File: src/rtl/mux16_select_bank_pkg.sv
// Shared types and defaults for the registered 16-bit selector bank.
package mux16_select_bank_pkg;

   localparam int unsigned WIDTH = 16;

   typedef logic [WIDTH-1:0] word_t;
   typedef logic [2:0]       sel_t;

endpackage : mux16_select_bank_pkg

File: src/rtl/mux16_select_bank_mux2_word.sv
// Combinational WIDTH-bit 2:1 selector; the building block of the selection tree.
module mux2_word
   import mux16_select_bank_pkg::*;
#(
   parameter int unsigned WIDTH = mux16_select_bank_pkg::WIDTH
) (
   input  logic             sel_i,
   input  logic [WIDTH-1:0] in0_i,
   input  logic [WIDTH-1:0] in1_i,
   output logic [WIDTH-1:0] out_o
);

   always_comb begin
      out_o = sel_i ? in1_i : in0_i;
   end

endmodule : mux2_word

File: src/rtl/mux16_select_bank.sv
// Registered 2-, 4- and 8-way selectors sharing one select code and a 2:1 tree.
module mux16_select_bank
   import mux16_select_bank_pkg::*;
#(
   parameter int unsigned WIDTH = mux16_select_bank_pkg::WIDTH
) (
   input  logic             clk,
   input  logic             rst_n,
   input  logic [WIDTH-1:0] a,
   input  logic [WIDTH-1:0] b,
   input  logic [WIDTH-1:0] c,
   input  logic [WIDTH-1:0] d,
   input  logic [WIDTH-1:0] e,
   input  logic [WIDTH-1:0] f,
   input  logic [WIDTH-1:0] g,
   input  logic [WIDTH-1:0] h,
   input  sel_t             sel,
   output logic [WIDTH-1:0] mux,
   output logic [WIDTH-1:0] mux4,
   output logic [WIDTH-1:0] mux8
);

   logic [WIDTH-1:0] ab_w, cd_w, ef_w, gh_w;
   logic [WIDTH-1:0] abcd_w, efgh_w;
   logic [WIDTH-1:0] mux_d, mux4_d, mux8_d;
   logic [WIDTH-1:0] mux_q, mux4_q, mux8_q;

   // First level: the a/b node doubles as the 2-way result.
   mux2_word #(.WIDTH(WIDTH)) u_ab (.sel_i(sel[0]), .in0_i(a), .in1_i(b), .out_o(ab_w));
   mux2_word #(.WIDTH(WIDTH)) u_cd (.sel_i(sel[0]), .in0_i(c), .in1_i(d), .out_o(cd_w));
   mux2_word #(.WIDTH(WIDTH)) u_ef (.sel_i(sel[0]), .in0_i(e), .in1_i(f), .out_o(ef_w));
   mux2_word #(.WIDTH(WIDTH)) u_gh (.sel_i(sel[0]), .in0_i(g), .in1_i(h), .out_o(gh_w));

   mux2_word #(.WIDTH(WIDTH)) u_abcd (.sel_i(sel[1]), .in0_i(ab_w), .in1_i(cd_w), .out_o(abcd_w));
   mux2_word #(.WIDTH(WIDTH)) u_efgh (.sel_i(sel[1]), .in0_i(ef_w), .in1_i(gh_w), .out_o(efgh_w));

   mux2_word #(.WIDTH(WIDTH)) u_all (.sel_i(sel[2]), .in0_i(abcd_w), .in1_i(efgh_w), .out_o(mux8_d));

   always_comb begin
      mux_d  = ab_w;
      mux4_d = abcd_w;
   end

   always_ff @(posedge clk) begin
      if (!rst_n) begin
         mux_q  <= '0;
         mux4_q <= '0;
         mux8_q <= '0;
      end else begin
         mux_q  <= mux_d;
         mux4_q <= mux4_d;
         mux8_q <= mux8_d;
      end
   end

   assign mux  = mux_q;
   assign mux4 = mux4_q;
   assign mux8 = mux8_q;

endmodule : mux16_select_bank

File: config.mk
export PLATFORM = sky130hd
export DESIGN_NAME = mux16_select_bank
export DESIGN_NICKNAME = d
export VERILOG_FILES = /design/src/rtl/mux16_select_bank_pkg.sv /design/src/rtl/mux16_select_bank_mux2_word.sv /design/src/rtl/mux16_select_bank.sv
export SDC_FILE = /design/constraint.sdc
export NUM_CORES = 1
export LEC_CHECK = 0
export ABC_AREA = 1
export BUFFER_PORTS_ARGS = -buffer_cell sky130_fd_sc_hd__buf_2
export CORE_UTILIZATION = 48
export CTS_CLUSTER_SIZE = 40
export DETAILED_ROUTE_END_ITERATION = 10
export GPL_ROUTABILITY_DRIVEN = 1
export PLACE_DENSITY = 0.91
export SKIP_CTS_REPAIR_TIMING = 1
export SLEW_MARGIN = 20
export SYNTH_ARGS = -nofsm -noshare
export SYNTH_HDL_FRONTEND = slang
export SYNTH_HIERARCHICAL = 1
export SYNTH_SLANG_ARGS = --single-unit
File: constraint.sdc
create_clock -name clk -period 3.85 [get_ports clk]
set_clock_uncertainty 0.2 [all_clocks]
set_input_delay 1.155 -clock clk [delete_from_list [all_inputs] [get_ports clk]]
set_output_delay 1.155 -clock clk [all_outputs]
set_load 0.02 [all_outputs]
**Word level (Yosys, flattened, before mapping)**

Index checks and enable logic that the tools add are counted.

- Bits of input ports: 133
- Output and inout bits: 48
- Bits in registers: 48
- Word-level logic and storage cells: 10

- Multiplexer cells: 7

Operators with widths:

| operator | count |
|---|---|
| two-way mux 16 bit | 7 |

**Longest topological paths before layout**

- Depth in word-level cells: 3
- Depth in mapped cells: 11
- Gate-level depth less buffers: 9

**Modules after synthesis**

Netlist, hierarchy kept.

By module, submodules not included:

| module | times used | seq. area each (µm²) | area each (µm²) | cells each |
|---|---|---|---|---|
| mux2_word | 7 | 0.0 | 244.0 | 52 |
| mux16_select_bank | 1 | 960.9 | 1361.3 | 149 |

**Least setup slack after synthesis**

OpenSTA, ideal clock, no wires.

- Kind: in2reg
- From: input port sel[0]
- To: register mux8_q[14] (netlist: mux8[14])
- Cell stages on the path: 11
- Path buffers: 2
- Arrival: 1831 ps
- Setup slack: 1710 ps
- Required time: 3541 ps
- Setup time: 109 ps
- Path through: buf_6 > inv_6 > buf_12 > nand2_2 > nand2_1 > nand2_2 > nand2_1 > nand2_2 > nand2_1 > nand2_1 > inv_1

- Word-level cells in the longest chain between the ends: 3
- Elaborated cells between the ends (all ways): 7
- Those cells by class: mux (7)

RTL lines:

| item | RTL line | RTL |
|---|---|---|
| from (decl) | mux16_select_bank.sv:17 | `input sel_t sel,` |
| two-way mux 16 bit | mux16_select_bank_mux2_word.sv:14 | `out_o = sel_i ? in1_i : in0_i;` |
| net ab_w[14] | mux16_select_bank.sv:23 | `logic [WIDTH-1:0] ab_w, cd_w, ef_w, gh_w;` |
| two-way mux 16 bit | mux16_select_bank_mux2_word.sv:14 |  |
| net abcd_w[14] | mux16_select_bank.sv:24 | `logic [WIDTH-1:0] abcd_w, efgh_w;` |
| two-way mux 16 bit | mux16_select_bank_mux2_word.sv:14 |  |
| net mux8_d[14] | mux16_select_bank.sv:25 | `logic [WIDTH-1:0] mux_d, mux4_d, mux8_d;` |
| to (signal assigned) | mux16_select_bank.sv:52 | `mux8_q <= mux8_d;` |
| to (decl) | mux16_select_bank.sv:26 | `logic [WIDTH-1:0] mux_q, mux4_q, mux8_q;` |

The timed path passes the listed nets, and every way through them passes these cells.
A chain may end at the register's enable or synchronous reset.

**Final worst setup path**

- From: input port sel[0]
- To: register mux8_q[12] (netlist: mux8[12])

- Word-level cells in the longest chain between the ends: 3
- Elaborated cells between the ends (all ways): 7
- Those cells by class: mux (7)

RTL lines:

| item | RTL line |
|---|---|
| two-way mux 16 bit | mux16_select_bank_mux2_word.sv:14 |
| net gh_w[12] | mux16_select_bank.sv:23 |
| two-way mux 16 bit | mux16_select_bank_mux2_word.sv:14 |
| net efgh_w[12] | mux16_select_bank.sv:24 |
| two-way mux 16 bit | mux16_select_bank_mux2_word.sv:14 |
| net mux8_d[12] | mux16_select_bank.sv:25 |

The timed path passes the listed nets, and every way through them passes these cells.

==> metrics.log <==
INFO  metric power_report.internal_total = 0.792 mW
INFO  metric max_freq = 404 MHz
INFO  metric routed-via-count = 3347
INFO  metric status = finished clean
INFO  metric floorplan.die_area = 0.00672 mm^2
INFO  metric synth_adder_area_share = 0
INFO  metric die_w = 82.0 um
INFO  metric power_frac_clock = 0.249
INFO  metric timing.hold.worst.start = a[3]
INFO  metric min_period = 2470 ps
INFO  metric cts_num_sinks = 48
INFO  metric critPathRequiredTime = 3850 ps
INFO  metric antenna_cells_inserted = 0
INFO  metric seqPwrFrac = 0.458
INFO  metric syn_inst_count = 513
INFO  metric avgViaCountPerCell = 4.45
INFO  metric primary_flip_flop_cell_chosen_by_synthesis_mapping = dfxtp_1
INFO  metric powerDensity = 308 mW/mm^2
INFO  metric max_cap_viol_count = 0
INFO  metric antenna_found_initial = 0
INFO  metric grt_max_degree = 49
INFO  metric initial_utilization = 0.506
INFO  metric htreeDepth = 2
INFO  metric timing.final.setup_violations = 0
INFO  metric finalSetupTns = 0 ps
INFO  metric hold-worst-slack = 959 ps
INFO  metric crit_path_max_fanout = 30
INFO  metric synth-edff-count = 0
INFO  metric detail_route.drc_violations = 0
INFO  metric p_leak = 2.70 nW
INFO  metric drt_first_pass_iters = 4
INFO  metric tritoncts = built
INFO  metric setup.worst_path.end_class = register
INFO  metric post-synth-top-count-cell = nand2_1
INFO  metric post_synthesis_instance_area = 0.00307 mm^2
INFO  metric syn_to_final_growth = 24.7%
INFO  metric synth.area.top_cells = nand2_1, dfxtp_1, nand2_2, buf_6, inv_1
INFO  metric total_switching_power = 0.387 mW
INFO  metric clock_tree.root_cell = clkbuf_8
INFO  metric hold-path-endpoint = mux[3]
INFO  metric start_kind = primary input
INFO  metric synth_fp_nets = 646
INFO  metric timing.final.max_slew_violations = 0
INFO  metric synth.avg_cell_area = 5.98 um^2
INFO  metric synth_simple_gate_area_frac = 0.498
INFO  metric grt_pass1_wl = 11.8 mm
INFO  metric ant_nets = 0
INFO  metric post_synth_xor_area_fraction = 0
INFO  metric grt_remaining_overflow = 0
INFO  metric first_global_vias = 2903
INFO  metric comb_power_share = 0.293
INFO  metric yosys-mux-area-fraction = 0
INFO  metric final_layout_size_suffix_gt1_frac = 0.357
INFO  metric vdd_ir_drop_max = 0.247 mV
INFO  metric synth_top_cell_area_share = 0.427
INFO  metric grt_setup_unrepaired = no
INFO  metric initialDrtViolationCount = 98
INFO  metric finalHoldViolations = 0
INFO  metric timing_worst_setup_path_type = primary input to register
INFO  metric wire_per_inst = 10.0 um
INFO  metric timing.final.crit_share = 0.643
INFO  metric post-synth-top-area-cell = nand2_1
INFO  metric synth_top_family_by_area = simple AND/OR/NAND/NOR gates
INFO  metric fp.dieH = 82.0 um
INFO  metric top_level_ports = 181
INFO  metric synth_compound_gate_area_share = 0
INFO  metric min_delay_path_depth = 5
INFO  metric post_synth_num_cell_types = 10
INFO  metric ctsLongestPathBuffers = 2
INFO  metric port_buffers = 180
INFO  metric ys_warn_count = 6
INFO  metric route.final.wire_length = 7.52 mm
INFO  metric synth_sequential_area_ratio = 0.313
INFO  metric placeableCoreArea = 0.00606 mm^2
INFO  metric num-nets-final = 809
INFO  metric finalNonFillerCells = 752
INFO  metric number_of_filler_cells_placed_in_the_layout = 582
INFO  metric groute.usage.overall = 0.224
INFO  metric synth_commonest_cells = nand2_1, dfxtp_1, inv_1, nand2_2, buf_6
INFO  metric cts.reportedPaths.clkPinSlew = 90 ps
INFO  metric worstMarginPinSlew = 775 ps
INFO  metric gp_congestion = 0.825
INFO  metric dp.cells = 744
INFO  metric tritoncts.num_buffers = 5
INFO  metric critical_path_arrival = 2470 ps
INFO  metric worstHoldPathType = primary input to register
INFO  metric p_sw_frac = 0.328
INFO  metric fp-row-count = 28
INFO  metric ys_async_sr_fraction = 0
INFO  metric dpl.hpwl = 6.05 mm
INFO  metric ys_ff_latch = 48
INFO  metric slew_headroom = 0.484
-- critical path, stage by stage --
cell     delay, ps
buf_2          290
buf_4          390
inv_6          130
nand2_2         80
nand2_1         50
nand2_1         80
nand2_1         60
nand2_1         60
nand2_1         60
nand2_1         70
inv_1           40
-- registers in the layout, indices dropped and copies added, names as in the netlist --
register  flops
mux4         16
mux          16
mux8         16
-- placed cells by master, fill, tap and decap left out --
master and instances:
buf_2 180, buf_4 2, clkbuf_8 5, clkinv_2 2, clkinv_4 1, dfxtp_1 48, inv_1 38, inv_2 10
inv_6 7, nand2_1 349, nand2_2 35
-- how the worst max path moves through the flow --
stage / startpoint / end / slack [ps] / cells after the start
after detailed placement: sel[0] / mux8[12] / 1080 / 11
after global routing: sel[0] / mux8[2] / 1230 / 11
after floorplan: sel[0] / mux8[14] / 1710 / 11
after global placement: sel[0] / mux8[7] / 1150 / 11
final: sel[0] / mux8[12] / 1380 / 11
after CTS: sel[0] / mux8[12] / 1400 / 11
-- stage by stage --
stage          worst slack [ps]  utilization  area, um^2  power (mW)
2_1_floorplan              1710            -        3070       0.797
3_3_place_gp               1150        0.617        3740       0.890
3_5_place_dp               1080        0.617        3740       0.899
4_1_cts                    1400        0.632        3830        1.19
5_1_grt                    1230        0.632        3830        1.25
6_report                   1380        0.632        3830        1.18
-- logic make-up after synthesis --
family                 after synthesis
buffers and inverters               81
AND/OR/NAND/NOR                    384
flip-flops                          48
-- final cells by class --
class                           instances  area (um^2)  area share
Multi-Input combinational cell        384         1530       0.399
Sequential cell                        48          961       0.251
Timing Repair Buffer                  182          916       0.239
Inverter                               55          241      0.0631
Tap cell                               75         93.8      0.0245
Clock buffer                            5         68.8      0.0180
Clock inverter                          3         18.8     0.00490
-- layer usage --
layer	global-route usage	part of all wire
met5	0	0
met4	0.0719	0.013
met3	0.0511	0.062
met2	0.423	0.52
met1	0.243	0.40
-- power by group through the flow --
| stage | registers [mW] | clock network (mW) | logic (mW) |
|---|---|---|---|
| CTS | 0.541 | 0.300 | 0.348 |
| detailed placement | 0.552 | 0 | 0.347 |
| global placement | 0.551 | 0 | 0.339 |
| floorplan | 0.597 | 0 | 0.200 |
| global route | 0.544 | 0.317 | 0.393 |
| finish | 0.541 | 0.293 | 0.345 |
No activity file was read; power rests on OpenSTA's default activity.
